File: src/rtl/instruction_cache.sv
// instruction_cache: read-only, direct-mapped instruction cache on the fetch side.
// Serves 32-bit words from 128-bit lines. A hit answers combinationally in the
// same cycle. A miss stalls fetch and issues one line read to the memory
// controller, then waits for the fill pulse.
//
// Optional build macro: ICACHE_STATS_EN adds the hit_count/miss_count outputs.
//
// Ports:
//   clk, reset           clock, synchronous active-high reset
//   flush                invalidate all lines at the clock edge
//   fetch_req, pc        fetch request and byte address (pc[1:0], pc[31:30] ignored)
//   instr, instr_valid   fetched word and its valid flag (combinational)
//   reqI_stop            fetch stall while a miss is outstanding (combinational)
//   reqI_mem             line read request to memory (registered)
//   reqAddrI_mem         line address pc[29:4] (registered)
//   data_from_mem        128-bit fill line
//   read_ready_from_mem  one-cycle fill valid pulse
//   hit_count, miss_count  (ICACHE_STATS_EN only) lookup counters
module instruction_cache #(
    parameter int unsigned NUM_LINES = 4,
    parameter int unsigned LINE_BITS = 128
) (
    input  logic                 clk,
    input  logic                 reset,
    input  logic                 flush,
    input  logic                 fetch_req,
    input  logic [31:0]          pc,
    output logic [31:0]          instr,
    output logic                 instr_valid,
    output logic                 reqI_stop,
    output logic                 reqI_mem,
    output logic [25:0]          reqAddrI_mem,
    input  logic [LINE_BITS-1:0] data_from_mem,
    input  logic                 read_ready_from_mem
`ifdef ICACHE_STATS_EN
    ,
    output logic [31:0]          hit_count,
    output logic [31:0]          miss_count
`endif
);

    localparam int unsigned INDEX_BITS = $clog2(NUM_LINES);
    localparam int unsigned LADDR_BITS = 26;
    localparam int unsigned TAG_BITS   = LADDR_BITS - INDEX_BITS;

    typedef enum logic {
        S_IDLE,
        S_MISS
    } state_e;

    state_e                  state_q, state_d;
    logic                    req_q, req_d;
    logic [LADDR_BITS-1:0]   addr_q, addr_d;
    logic [NUM_LINES-1:0]    valid_q, valid_d;
    logic [TAG_BITS-1:0]     tag_q  [NUM_LINES];
    logic [LINE_BITS-1:0]    data_q [NUM_LINES];
    logic                    fill_we;
    logic                    hit_inc;
    logic                    miss_inc;

    // Address decode of the presented pc
    logic [INDEX_BITS-1:0]   pc_index;
    logic [TAG_BITS-1:0]     pc_tag;
    logic [1:0]              pc_word;
    logic                    pc_hit;
    logic [LINE_BITS-1:0]    rd_line;
    logic [INDEX_BITS-1:0]   fill_index;
    logic [TAG_BITS-1:0]     fill_tag;
    logic                    unused_pc_bits;

    assign pc_word        = pc[3:2];
    assign pc_index       = pc[4 +: INDEX_BITS];
    assign pc_tag         = pc[4 + INDEX_BITS +: TAG_BITS];
    assign pc_hit         = valid_q[pc_index] && (tag_q[pc_index] == pc_tag);
    assign rd_line        = data_q[pc_index];
    assign fill_index     = addr_q[INDEX_BITS-1:0];
    assign fill_tag       = addr_q[INDEX_BITS +: TAG_BITS];
    assign unused_pc_bits = ^{pc[31:30], pc[1:0]};

    // Next-state and fetch-side outputs
    always_comb begin
        state_d     = state_q;
        req_d       = req_q;
        addr_d      = addr_q;
        fill_we     = 1'b0;
        hit_inc     = 1'b0;
        miss_inc    = 1'b0;
        instr       = '0;
        instr_valid = 1'b0;
        reqI_stop   = 1'b0;

        case (state_q)
            S_IDLE: begin
                if (fetch_req) begin
                    if (pc_hit) begin
                        instr       = rd_line[{pc_word, 5'b00000} +: 32];
                        instr_valid = 1'b1;
                        hit_inc     = 1'b1;
                    end else begin
                        reqI_stop = 1'b1;
                        miss_inc  = 1'b1;
                        req_d     = 1'b1;
                        addr_d    = pc[29:4];
                        state_d   = S_MISS;
                    end
                end
            end
            S_MISS: begin
                reqI_stop = 1'b1;
                if (read_ready_from_mem) begin
                    // A coincident flush suppresses the fill entirely
                    fill_we = !flush;
                    req_d   = 1'b0;
                    state_d = S_IDLE;
                end
            end
            default: state_d = S_IDLE;
        endcase

        // Flush is applied after the fill so it always wins
        valid_d = valid_q;
        if (fill_we) valid_d[fill_index] = 1'b1;
        if (flush)   valid_d = '0;

        if (reset) begin
            instr       = '0;
            instr_valid = 1'b0;
            reqI_stop   = 1'b0;
            fill_we     = 1'b0;
            hit_inc     = 1'b0;
            miss_inc    = 1'b0;
        end
    end

    // Control state and valid bits
    always_ff @(posedge clk) begin
        if (reset) begin
            state_q <= S_IDLE;
            req_q   <= 1'b0;
            addr_q  <= '0;
            valid_q <= '0;
        end else begin
            state_q <= state_d;
            req_q   <= req_d;
            addr_q  <= addr_d;
            valid_q <= valid_d;
        end
    end

    // Tag and data storage; contents are meaningless until the valid bit is set
    always_ff @(posedge clk) begin
        if (fill_we) begin
            tag_q[fill_index]  <= fill_tag;
            data_q[fill_index] <= data_from_mem;
        end
    end

    assign reqI_mem     = req_q;
    assign reqAddrI_mem = addr_q;

`ifdef ICACHE_STATS_EN
    logic [31:0] hit_cnt_q;
    logic [31:0] miss_cnt_q;

    // Lookup counters; flush leaves them alone, they wrap naturally
    always_ff @(posedge clk) begin
        if (reset) begin
            hit_cnt_q  <= '0;
            miss_cnt_q <= '0;
        end else begin
            if (hit_inc)  hit_cnt_q  <= hit_cnt_q + 32'd1;
            if (miss_inc) miss_cnt_q <= miss_cnt_q + 32'd1;
        end
    end

    assign hit_count  = hit_cnt_q;
    assign miss_count = miss_cnt_q;
`else
    logic unused_stats;
    assign unused_stats = hit_inc ^ miss_inc;
`endif

endmodule

File: config.mk
export PLATFORM = sky130hd
export DESIGN_NAME = instruction_cache
export DESIGN_NICKNAME = d
export VERILOG_FILES = /design/src/rtl/instruction_cache.sv
export SDC_FILE = /design/constraint.sdc
export NUM_CORES = 1
export LEC_CHECK = 0
export ABC_AREA = 1
export BUFFER_PORTS_ARGS = -buffer_cell sky130_fd_sc_hd__buf_2
export CORE_MARGIN = 10
export CORE_UTILIZATION = 64
export DETAILED_ROUTE_END_ITERATION = 6
export GPL_TIMING_DRIVEN = 0
export PLACE_DENSITY = 0.83
export SLEW_MARGIN = 10
export SYNTH_ARGS = -nofsm -noshare
export SYNTH_HDL_FRONTEND = slang
export SYNTH_SLANG_ARGS = --single-unit
File: constraint.sdc
create_clock -name clk -period 14.5 [get_ports clk]
set_input_delay 2.175 -clock clk [delete_from_list [all_inputs] [get_ports clk]]
set_output_delay 2.175 -clock clk [all_outputs]
set_load 0.01 [all_outputs]
# Word level (Yosys, flattened, before mapping)
# Memory sizes are Yosys's and may differ from the RTL's.
# Index checks and enable logic that the tools add are counted.
dict set report word_totals {
  reg_bits 32
  ramBits 608
  inputBits 165
  output_inout_bits 61
  elab_cells 50
  n_memories 2
}
# memory depth word_bits rd rd_ports_with_merged_regs write_ports line
set memory_table {}
lappend memory_table {data_q 4 128 1 0 1 56} ;# logic [LINE_BITS-1:0] data_q [NUM_LINES];
lappend memory_table {tag_q 4 24 1 0 1 55} ;# logic [TAG_BITS-1:0] tag_q [NUM_LINES];
dict set report classes {
  order_cmp 3
  eq_ne 4
  shift 1
  mux 27
  bitwise_logic 3
  reduce_logical 6
}
# cell count
set op_table {}
lappend op_table {{two-way mux 32 bit} 4}
lappend op_table {{indexed part select 128 x 8 -> 32 bit} 1}
lappend op_table {{== test 24 bit} 1}
lappend op_table {{two-way mux 1 bit} 18}
lappend op_table {{< comparator 2 x 3 -> 1 bit, second input constant} 2}
lappend op_table {{!= test 2 bit, second input constant} 3}
lappend op_table {{case mux 1 bit (2 select lines)} 3}
lappend op_table {{AND reduction 3 bit} 2}
lappend op_table {{bitwise OR 4 bit} 1}
lappend op_table {{binary-select mux 1 bit (select 2 bit)} 1}
lappend op_table {{demux 1 bit (select 2 bit)} 1}
lappend op_table {{>= comparator 2 x 1 -> 1 bit, second input constant} 1}
lappend op_table {{logical AND 1 bit} 2}
lappend op_table {{NOT 1 bit} 2}
lappend op_table {{OR reduction 2 bit} 1}
lappend op_table {{logical NOT 1 bit} 1}

# Depth between registers and ports, before layout
dict set report depth {
  depth_word 7
  depth_mapped 17
}

# Least setup slack after synthesis
# No wires, ideal clock.
dict set report synth_path {
  kind {in2reg}
  startpoint {input port read_ready_from_mem}
  endpoint {memory data_q[0][0] (enable)}
  setup_ns 0.666
  t_arrival_ns 8.832
  required_time_ns 13.834
  path_slack_ns 5.002
  path_stages 4
  path_cell_list {nand2_1 -> nor2_1 -> nand3_1 -> nor2_1}
}
dict set report synth_via {
  elab_chain_len 5
}
# element line
set synth_rtl {}
lappend synth_rtl {{start, declared} 34} ;# input logic read_ready_from_mem
lappend synth_rtl {{two-way mux 1 bit} 110} ;# if (read_ready_from_mem) begin
lappend synth_rtl {{two-way mux 1 bit} 92} ;# case (state_q)
lappend synth_rtl {{two-way mux 1 bit} 125} ;# if (reset) begin
lappend synth_rtl {{two-way mux 1 bit} 152} ;# if (fill_we) begin
lappend synth_rtl {{two-way mux 1 bit (implied by the code)} 154} ;# data_q[fill_index] <= data_from_mem;
lappend synth_rtl {{end, declared} 56}
# Every way passes these cells.

# Worst setup path after layout
dict set report layout_path {
  startpoint {input port pc[4]}
  endpoint {output port instr[4]}
}
dict set report layout_via {
  elab_chain_len 7
}
# element line
set layout_rtl {}
lappend layout_rtl {{start, declared} 27} ;# input logic [31:0] pc,
lappend layout_rtl {{parallel branches: the longest is 3 deep, another holds memory read (4 x 128 bit)} n/a}
lappend layout_rtl {{two-way mux 32 bit (*)} 95} ;# if (pc_hit) begin
lappend layout_rtl {{two-way mux 32 bit (*)} 94} ;# if (fetch_req) begin
lappend layout_rtl {{two-way mux 32 bit (*)} 92}
lappend layout_rtl {{two-way mux 32 bit (*)} 125}
lappend layout_rtl {{end, declared} 28} ;# output logic [31:0] instr,
# Every way passes the cells marked *. The select of a mux whose other input is x is not followed.

==> impl_metrics.toml <==
[logic_synthesis]
synth_edf_count = 608
syn_nets = 2322
synth_top_family_by_area = "simple AND/OR/NAND/NOR gates"
synth_top_flop_cell = "edfxtp_1"
synth_seq_cells = 640
yosys.area_share.adder = 0
synthSimpleGateAreaFrac = 0.1411
syn_area_um2 = 25820
synthArstFlopShare = 0
synth.area.mux_share = 0
yosysSeqAreaShare = 0.7319
synthXorXnorAreaFrac = 0.0009691
synth_warnings = 0
syn_area_per_cell_um2 = 11.97
ys_top_cells_by_area = "edfxtp_1 71%, nand2_1 6.2%, nor2_1 4.3%"
synth_cell_types = 31
syn_inst = 2157
synth_top_cell_by_area = "edfxtp_1"
synth_top_cell_area_share = 0.7070
synth_compound_area_frac = 0.08785

[sta]
fin_skew_ps = 14.45
drv_slew = 0
rsz0062_at_grt = "no"
hold_viol = 0
timing.fmax_mhz = 140.5
worst_pin_slew_ps = 908.4
maxSlewHeadroom = 0.3944
fin_crit_sh = 0.4908
post-route-min-period_ps = 7116
tns_ps = 0
setup_viol = 0

[power]
p_switching_mw = 0.9007
p_leak_nw = 11.12
power.internal_mw = 3.074
comb_power_share = 0.072
netSwitchingFraction = 0.2266
peakVddDrop_v = 0.0001262
p_per_area_nw_per_um2 = 131.5
clkPwrFrac = 0.413
power_frac_seq = 0.516

[global_routing]
grt_pass1_vias = 18920
grt_overflow_total = 0
antenna_found_initial = 29
grt_max_degree = 27
grt_pass1_wl_um = 115200
grtUsageTotal = 0.3054

[placed_design]
placed_area_um2 = 28130
io_buffers = 217
place.gp.congestion = 0.9049
dp_hpwl_um = 51510

[routing]
wire_per_inst_um = 25.64
drtIter0Drc = 3270
first_pass_iters = 6
via_count = 19810
viasPerCell = 6.489
antenna_left = 0
drc_errors = 0
wl_um = 78280

[clocking]
cts_setup_buffers = 0
hold_buffers = 0
cts_buffers = 61
cts_buffer_depth = 3
clock_latency_ps = 640
htreeDepth = 2
cts.sinks = 640
cts.clk_slew.worst_paths_ps = 70
cts_tree = "yes"
ctsResizeCount = 0
clock-root-buffer = "clkbuf_16"

[worst_setup_path]
cp_top_family = "buffers and inverters"
end_kind = "output port"
cp.depth = 11
worstPathMaxFanout = 10
cp.buffers_inverters = 5
cp_slowest_stage_delay_ps = 720
rrSetupSlack_ps = 11570
cp-endpoint = "instr[4]"
startpoint_type = "input port"
crit_chain = "buf_6 -> buf_2 -> clkbuf_1 -> clkbuf_1 -> nor2_1 -> o22ai_1 -> nand2_1 -> nand3_1 -> nand2_1 -> nor2_1 -> buf_2"
r2r-start = "state_q"
slowest_stage = "clkbuf_1"
crit_type = "in -> out"
reg2reg_to = "data_q[2][48]"
cp.required_ps = 12320
crit_start = "pc[4]"
rr_worst_depth = 8
cp.arrival_ps = 4940

[die]
die_w_um = 220.9
ios = 226
fp.coreArea_um2 = 39820
core.rowCount = 73
start_util = 0.6484
dieHeight_um = 220.9
die_area_um2 = 48780

[job]
maxCapViolCount = 0

[final_layout]
finalInstanceArea_um2 = 30230
drive_above_1_share = 0.1600
final_common_cell = "edfxtp_1"
area_growth_pct = 17.08
final_cell_mix = "608 x edfxtp_1, 424 x nand2_1, 291 x nor2_1, 238 x buf_2, 219 x o21ai_0"
final_nets = 2627

[hold_path]
min_path_type = "reg -> reg"

[status]
status = "complete, no violations"
[power groups by stage]
stage	logic [mW]	registers, mW	clock network [mW]
6_report	0.284	2.05	1.64
2_1_floorplan	0.144	2.09	0
3_3_place_gp	0.254	2.09	0
3_5_place_dp	0.269	2.09	0
4_1_cts	0.274	2.05	1.63
5_1_grt	0.303	2.05	1.71
[synth_stat cells (all sizes together) (19+ instances only)]
| master | number |
|---|---|
| nand2 | 425 |
| inv | 93 |
| edfxtp | 608 |
| clkbuf | 96 |
| nand4 | 33 |
| o211ai | 19 |
| o21ai | 220 |
| a21oi | 29 |
| nand3 | 127 |
| a32o | 19 |
| dfxtp | 32 |
| o22ai | 109 |
| buf | 41 |
| nor2 | 298 |
[cell type report]
cell class                      instances  area (um2)
Antenna cell                           16       40.04
Timing Repair Buffer                  242        1624
Sequential cell                       640       18900
Multi-Input combinational cell       1286        5968
Inverter                               94       355.3
Fill cell                            2276        9589
Tap cell                              525       656.9
Buffer                                137       630.6
Clock inverter                         32       346.6
Clock buffer                           81        1714
[worst register-to-register path, stage by stage, from the launching register on]
cell and delay, ps:
dfxtp_1 360, nand2_1 130, nor2_1 270, nand3_1 240
nor2_4 640, buf_12 280, buf_12 220, buf_12 230
buf_12 240
[worst min-delay path by stage]
stage / startpoint / to / slack [ps] / depth (start not counted)
after floorplan: valid_q[0] / valid_q[0] / 420 / 2
after global placement: valid_q[0] / valid_q[0] / 440 / 2
after detailed placement: valid_q[1] / valid_q[1] / 460 / 2
after CTS: reqI_mem / reqI_mem / 470 / 2
after global routing: reqI_mem / reqI_mem / 480 / 2
final: reqI_mem / reqI_mem / 470 / 2
[registers in the layout, indices dropped and copies added, names as in the netlist]
register      flops
data_q          512
reqAddrI_mem     26
reqI_mem          1
state_q           1
tag_q            96
valid_q           4
[metrics by stage]
stage	worst slack [ps]	total power, mW	std cells	hold slack, ps	utilization
3_3_place_gp	-6.032	2.346	2899	440.1	0.6922
5_1_grt	7225	4.059	3046	482.9	0.7588
2_1_floorplan	5002	2.236	2157	424.5	-
4_1_cts	7492	3.956	3037	470.6	0.7582
3_5_place_dp	7499	2.357	2924	457.3	0.7065
6_report	7384	3.975	3053	471.0	0.7592
[per-layer routing]
| layer | vias to the layer above | track usage | share of wire |
|---|---|---|---|
| met5 | - | 0 | 0.0028 |
| met4 | 30 | 0.1286 | 0.041 |
| met3 | 270 | 0.07672 | 0.13 |
| met2 | 1753 | 0.4942 | 0.48 |
| met1 | 9409 | 0.3872 | 0.34 |
| li1 | 8349 | - | - |
[cell families (layout without fill, tap and decap cells)]
group / count (synthesis) / in the layout
other: 0 / 16
and+or+nand+nor: 888 / 888
AOI/OAI and AO/OA: 396 / 396
buffers and inverters: 231 / 586
DFF: 640 / 640
xor gates and xnor gates: 2 / 2
No activity file was read; power rests on OpenSTA's default activity.
